### config.mk
export PLATFORM = sky130hd
export DESIGN_NAME = eth_tx_frame_scheduler
export DESIGN_NICKNAME = d
export VERILOG_FILES = /design/src/rtl/eth_tx_pkg.sv /design/src/rtl/eth_tx_frame_scheduler_rr_arbiter.sv /design/src/rtl/eth_tx_frame_scheduler.sv
export SDC_FILE = /design/constraint.sdc
export NUM_CORES = 1
export LEC_CHECK = 0
export ABC_AREA = 1
export BUFFER_PORTS_ARGS = -buffer_cell sky130_fd_sc_hd__clkbuf_2
export CAP_MARGIN = 20
export CORE_ASPECT_RATIO = 0.9
export CORE_MARGIN = 2
export CORE_UTILIZATION = 45
export CTS_BUF_LIST = sky130_fd_sc_hd__clkbuf_8 sky130_fd_sc_hd__clkbuf_16
export DETAILED_ROUTE_END_ITERATION = 16
export GPL_ROUTABILITY_DRIVEN = 0
export PLACE_DENSITY = 0.8
export SLEW_MARGIN = 20
export SYNTH_ARGS = -nofsm -noshare
export SYNTH_HDL_FRONTEND = slang
export SYNTH_SLANG_ARGS = --single-unit
export TNS_END_PERCENT = 5
### constraint.sdc
create_clock -name clk_i -period 4.5 [get_ports clk_i]
set_input_delay 1.125 -clock clk_i [delete_from_list [all_inputs] [get_ports clk_i]]
set_output_delay 1.125 -clock clk_i [all_outputs]
set_load 0.02 [all_outputs]
### src/rtl/eth_tx_pkg.sv
// Shared state encoding and framing constants for the Ethernet TX frame scheduler.
// The PAD state exists only when ETH_TX_PAD_EN is defined.
package eth_tx_pkg;

  typedef enum logic [2:0] {
    ST_IDLE,
    ST_PRE,
    ST_SFD,
    ST_PAY,
    ST_DRAIN,
    ST_IFG
`ifdef ETH_TX_PAD_EN
    , ST_PAD
`endif
  } state_t;

  localparam logic [7:0] eth_preamble_byte = 8'h55;
  localparam logic [7:0] eth_sfd_byte      = 8'hD5;
  localparam int         eth_min_payload   = 60;
  localparam int         eth_preamble_len  = 7;

endpackage

### src/rtl/eth_tx_frame_scheduler_rr_arbiter.sv
// Combinational round-robin pick: first requester above last_grant, wrapping.
// Module name is eth_tx_rr_arbiter; one-hot and encoded winner are both provided.
module eth_tx_rr_arbiter #(
  parameter int num_req_p = 2,
  parameter int grant_w_p = (num_req_p > 1) ? $clog2(num_req_p) : 1
) (
  input  logic [num_req_p-1:0] req,
  input  logic [grant_w_p-1:0] last_grant,
  output logic [num_req_p-1:0] grant_oh,
  output logic [grant_w_p-1:0] grant_idx
);

  logic found;

  always_comb begin
    grant_oh  = '0;
    grant_idx = last_grant;
    found     = 1'b0;
    for (int i = 1; i <= num_req_p; i++) begin
      for (int j = 0; j < num_req_p; j++) begin
        if (!found && req[j] && (j == ((int'(last_grant) + i) % num_req_p))) begin
          found       = 1'b1;
          grant_oh[j] = 1'b1;
          grant_idx   = grant_w_p'(j);
        end
      end
    end
  end

endmodule

### src/rtl/eth_tx_frame_scheduler.sv
// Frame-level round-robin scheduler onto the MAC TX byte path: adds preamble/SFD,
// truncates oversize frames, enforces the IFG. ETH_TX_PAD_EN adds short-frame padding.
//   state | meaning
//   IDLE  | arbitrate among valid requesters
//   PRE   | 7 x 0x55 preamble
//   SFD   | 0xD5 start-of-frame delimiter
//   PAY   | pass-through of granted requester bytes
//   PAD   | zero fill up to the minimum payload (ETH_TX_PAD_EN)
//   DRAIN | discard remainder of a truncated frame
//   IFG   | inter-frame gap, counted in ready cycles
module eth_tx_frame_scheduler
  import eth_tx_pkg::*;
#(
  parameter int num_req_p     = 2,
  parameter int ifg_bytes_p   = 12,
  parameter int max_payload_p = 1514,
  parameter int grant_w_p     = (num_req_p > 1) ? $clog2(num_req_p) : 1
) (
  input  logic                      clk_i,
  input  logic                      reset_i,
  input  logic [num_req_p-1:0]      req_v_i,
  input  logic [num_req_p-1:0][7:0] req_data_i,
  input  logic [num_req_p-1:0]      req_last_i,
  output logic [num_req_p-1:0]      req_yumi_o,
  output logic                      tx_v_o,
  output logic [7:0]                tx_data_o,
  output logic                      tx_sof_o,
  output logic                      tx_last_o,
  input  logic                      tx_ready_i,
  output logic [grant_w_p-1:0]      grant_o,
  output logic                      busy_o,
  output logic                      oversize_o
);

  localparam int              ifg_w    = $clog2(ifg_bytes_p + 1);
  localparam logic [ifg_w-1:0] ifg_load = ifg_w'(ifg_bytes_p);
  localparam logic [10:0]     pay_max  = 11'(max_payload_p);
  localparam logic [10:0]     pre_last = 11'(eth_preamble_len - 1);
`ifdef ETH_TX_PAD_EN
  localparam logic [10:0]     pay_min  = 11'(eth_min_payload);
`endif

  state_t               state_r, state_n;
  logic [10:0]          cnt_r, cnt_n, cnt_inc;
  logic [ifg_w-1:0]     ifg_r, ifg_n;
  logic [grant_w_p-1:0] grant_r, grant_n;
  logic [num_req_p-1:0] arb_oh;
  logic [grant_w_p-1:0] arb_idx;
  logic                 g_v, g_last, xfer;

  eth_tx_rr_arbiter #(
    .num_req_p (num_req_p),
    .grant_w_p (grant_w_p)
  ) u_arb (
    .req        (req_v_i),
    .last_grant (grant_r),
    .grant_oh   (arb_oh),
    .grant_idx  (arb_idx)
  );

  assign g_v     = req_v_i[grant_r];
  assign g_last  = req_last_i[grant_r];
  assign cnt_inc = (cnt_r == 11'h7FF) ? cnt_r : cnt_r + 11'd1;
  assign grant_o = grant_r;
  assign busy_o  = (state_r != ST_IDLE);

  always_ff @(posedge clk_i or posedge reset_i) begin
    if (reset_i) begin
      state_r <= ST_IDLE;
      cnt_r   <= '0;
      ifg_r   <= '0;
      grant_r <= grant_w_p'(num_req_p - 1);
    end else begin
      state_r <= state_n;
      cnt_r   <= cnt_n;
      ifg_r   <= ifg_n;
      grant_r <= grant_n;
    end
  end

  always_comb begin
    state_n    = state_r;
    cnt_n      = cnt_r;
    ifg_n      = ifg_r;
    grant_n    = grant_r;
    tx_v_o     = 1'b0;
    tx_data_o  = 8'h00;
    tx_sof_o   = 1'b0;
    tx_last_o  = 1'b0;
    req_yumi_o = '0;
    oversize_o = 1'b0;
    xfer       = 1'b0;
    case (state_r)
      ST_IDLE: begin
        cnt_n = '0;
        if (|arb_oh) begin
          grant_n = arb_idx;
          state_n = ST_PRE;
        end
      end
      ST_PRE: begin
        tx_v_o    = 1'b1;
        tx_data_o = eth_preamble_byte;
        tx_sof_o  = (cnt_r == '0);
        if (tx_ready_i) begin
          if (cnt_r == pre_last) begin
            cnt_n   = '0;
            state_n = ST_SFD;
          end else begin
            cnt_n = cnt_r + 11'd1;
          end
        end
      end
      ST_SFD: begin
        tx_v_o    = 1'b1;
        tx_data_o = eth_sfd_byte;
        if (tx_ready_i) begin
          cnt_n   = '0;
          state_n = ST_PAY;
        end
      end
      ST_PAY: begin
        tx_v_o              = g_v;
        tx_data_o           = req_data_i[grant_r];
        xfer                = g_v & tx_ready_i;
        req_yumi_o[grant_r] = xfer;
        if (xfer) begin
          cnt_n = cnt_inc;
          if (g_last) begin
`ifdef ETH_TX_PAD_EN
            if (cnt_inc < pay_min) begin
              state_n = ST_PAD;
            end else begin
              tx_last_o = 1'b1;
              ifg_n     = ifg_load;
              state_n   = ST_IFG;
            end
`else
            tx_last_o = 1'b1;
            ifg_n     = ifg_load;
            state_n   = ST_IFG;
`endif
          end else if (cnt_inc == pay_max) begin
            // last arriving on the limit byte is a normal end, handled above
            tx_last_o  = 1'b1;
            oversize_o = 1'b1;
            state_n    = ST_DRAIN;
          end
        end
      end
`ifdef ETH_TX_PAD_EN
      ST_PAD: begin
        tx_v_o = 1'b1;
        if (tx_ready_i) begin
          cnt_n = cnt_inc;
          if (cnt_inc == pay_min) begin
            tx_last_o = 1'b1;
            ifg_n     = ifg_load;
            state_n   = ST_IFG;
          end
        end
      end
`endif
      ST_DRAIN: begin
        req_yumi_o[grant_r] = g_v;
        if (g_v && g_last) begin
          ifg_n   = ifg_load;
          state_n = ST_IFG;
        end
      end
      ST_IFG: begin
        if (tx_ready_i) begin
          if (ifg_r <= ifg_w'(1)) begin
            ifg_n   = '0;
            state_n = ST_IDLE;
          end else begin
            ifg_n = ifg_r - ifg_w'(1);
          end
        end
      end
      default: state_n = ST_IDLE;
    endcase
  end

endmodule

==> impl_metrics.env <==
export IMPL_cts_tree="yes"
export IMPL_outcome="finished, final reports clean"
export IMPL_cp_end_kind="output port"
export IMPL_rsz0062_at_grt="false"
export IMPL_start_util_pct=47.78
export IMPL_overflow=0
export IMPL_track_usage_pct=20.53
export IMPL_grt_busiest_layer="met2"
export IMPL_ys_seq_area_share_pct=26.37
export IMPL_dieArea_um2=4542
export IMPL_layout_drive_gt1_share_pct=24.84
export IMPL_die_w_um=70.82
export IMPL_grt_use_met3_pct=3.312
export IMPL_final_util_pct=54.63
export IMPL_dp_hpwl_um=3425
export IMPL_ys_warnings_count=0
export IMPL_grt_use_met1_pct=26.44
export IMPL_io_buffer_count=38
export IMPL_hp_class="flip-flop to flip-flop"
export IMPL_grt_pass1_wl_um=7631
export IMPL_vdd_drop_max_mv=0.3739
export IMPL_cts_resized=0
export IMPL_drtIter0Drc=109
export IMPL_synth_nets=309
export IMPL_grt_pass1_vias=1842
export IMPL_clk_pin_slew_ns=0.07
export IMPL_avgRoutedWirePerCell_um=11.94
export IMPL_synth_seq_cells=19
export IMPL_crit_required_ns=3.38
export IMPL_cts_max_path_buffers=2
export IMPL_preCtsSetupSlack_ns=1.101
export IMPL_ios=39
export IMPL_power_leakage_nw=1.146
export IMPL_via_per_inst=5.165
export IMPL_rows=21
export IMPL_place_inst=360
export IMPL_hold_violations=0
export IMPL_die_h_um=64.14
export IMPL_grt_max_degree=20
export IMPL_antenna_found_initial=0
export IMPL_slew_limit_headroom_pct=49.95
export IMPL_clock_sinks=19
export IMPL_syn_area_um2=1808
export IMPL_root_buffer="clkbuf_8"
export IMPL_powerDensity_nw_per_um2=512.3
export IMPL_skew_ns=0.007276
export IMPL_fin_nets=348
export IMPL_fin_tns_setup_ns=0
export IMPL_fin_crit_sh_pct=76.62
export IMPL_drc=0
export IMPL_cap_viol_max_count=0
export IMPL_cts_buffers=3
export IMPL_final_max_slew_viol_count=0
export IMPL_ant_nets=0
export IMPL_postCtsSetupRepairBufs=0
export IMPL_core_area_um2=3784
export IMPL_final_cell_mix="nand2_1, inv_1, clkbuf_2"
export IMPL_drt_pass1_iterations=4
export IMPL_clk_latency_ns=0.26
export IMPL_final_common_cell="nand2_1"
export IMPL_wl_um=4347
export IMPL_startpoint_type="primary input"
export IMPL_cp_max_fo=5
export IMPL_met2_usage_pct=35.75
export IMPL_stdcell_count=364
export IMPL_cts_max_level=1
export IMPL_vias=1880
export IMPL_fin_crit_ns=3.448
export IMPL_max_freq_mhz=290.0
export IMPL_area_delta_synth_final_pct=14.33
export IMPL_fin_ws_ns=1.052
export IMPL_worst_pin_slew_ns=0.7499
export IMPL_syn_avg_cell_area_um2=6.457
export IMPL_cp_arrival_ns=2.32
export IMPL_ys_types=36
export IMPL_synthCells=280
export IMPL_num_antenna_cells=0
export IMPL_n_fill_cell=384
export IMPL_critPathKind="primary input to output port"
export IMPL_hold_buffers=0
export IMPL_setup_viol=0
## final timing paths
kind                            slack [ns]  startpoint  cells after the start          to
worst max-delay path                  1.05  req_v_i[1]                      8  oversize_o
worst min-delay path                  0.58    ifg_r[1]                      2    ifg_r[1]
worst max register to register        2.48     grant_o                      6   cnt_r[10]
worst min register to register        0.58    ifg_r[1]                      2    ifg_r[1]
max in group asynchronous             3.06     reset_i                      2    cnt_r[0]
min in group asynchronous             0.96     reset_i                      2    cnt_r[3]
## kinds of logic after synthesis
| logic type | Yosys count | synth area share, % |
|---|---|---|
| AO/OA/AOI/OAI | 38 | 12.11 |
| AND/OR/NAND/NOR | 167 | 45.54 |
| XOR/XNOR | 1 | 0.4845 |
| adder cells (fa/ha/maj) | 6 | 4.152 |
| flip-flops | 19 | 26.37 |
| buffers and inverters | 49 | 11.35 |
## synth_stat cells
cell / n / share of area, %
a21oi_1: 8 / 2.2
inv_1: 39 / 8.1
nor4_2: 1 / 0.69
nor3_1: 2 / 0.55
clkbuf_1: 1 / 0.21
nand3_1: 20 / 5.5
nand3b_1: 1 / 0.42
nand4_1: 2 / 0.69
and3_1: 1 / 0.35
dfstp_2: 1 / 1.5
buf_6: 2 / 1.2
nand2_2: 9 / 3.1
o21ai_2: 2 / 0.97
a31oi_1: 1 / 0.35
inv_2: 4 / 0.83
nand2_1: 82 / 17
clkinv_2: 2 / 0.55
nand2_4: 2 / 1.2
o21ai_0: 11 / 3.0
nand3_2: 3 / 1.7
o21bai_2: 1 / 0.62
nor4_1: 3 / 1.0
o31ai_1: 1 / 0.42
nor2_8: 1 / 1.1
nor2_1: 28 / 5.8
buf_4: 1 / 0.42
nor2_2: 7 / 2.4
o21ai_1: 5 / 1.4
and2_4: 1 / 0.48
nor4_4: 1 / 1.2
ha_1: 6 / 4.2
xnor2_1: 1 / 0.48
nand3_4: 1 / 0.97
nor2_4: 2 / 1.2
dfrtp_1: 18 / 25
o22ai_1: 9 / 3.1
## critical path: stages
cell	delay, ns
clkbuf_2	0.09
inv_1	0.04
nand2_1	0.05
o21ai_1	0.15
nor2_1	0.19
nand3_1	0.12
nor4_2	0.34
clkbuf_2	0.22
## per-layer routing
layer  part of all wire [%]  up-vias
met5                      0        -
met2                     49       36
met3                    3.2        4
li1                       -      964
met1                     47      876
met4                   0.69        0
## sequential cells by signal, indices dropped and copies added (netlist names)
register	cells
state_r	3
ifg_r	4
grant_o	1
cnt_r	11
## report_power, final
group | internal (mW) | switching (mW)
sequential | 0.215 | 0.0555
clock | 0.0608 | 0.0596
combinational | 0.211 | 0.457
total | 0.487 | 0.572
## per-stage QoR
step	hold WS [ns]	total power, mW	cell area, µm²
2_1_floorplan	0.5027	0.7906	1808
3_3_place_gp	0.5475	0.9216	2022
3_5_place_dp	0.5696	0.9386	2022
4_1_cts	0.5842	1.061	2067
5_1_grt	0.6211	1.164	2067
6_report	0.5782	1.059	2067
## area by class of cell
class	instances	area, µm²	share of cell area, %
multi-input cells	212	1126	54.48
flip-flops and latches	19	476.7	23.06
repair buffers	38	190.2	9.201
inverters	45	171.4	8.293
well taps	46	57.56	2.785
clock buffers	3	41.29	1.998
clock inverters	1	3.754	0.1816
No activity file was read; power rests on OpenSTA's default activity.
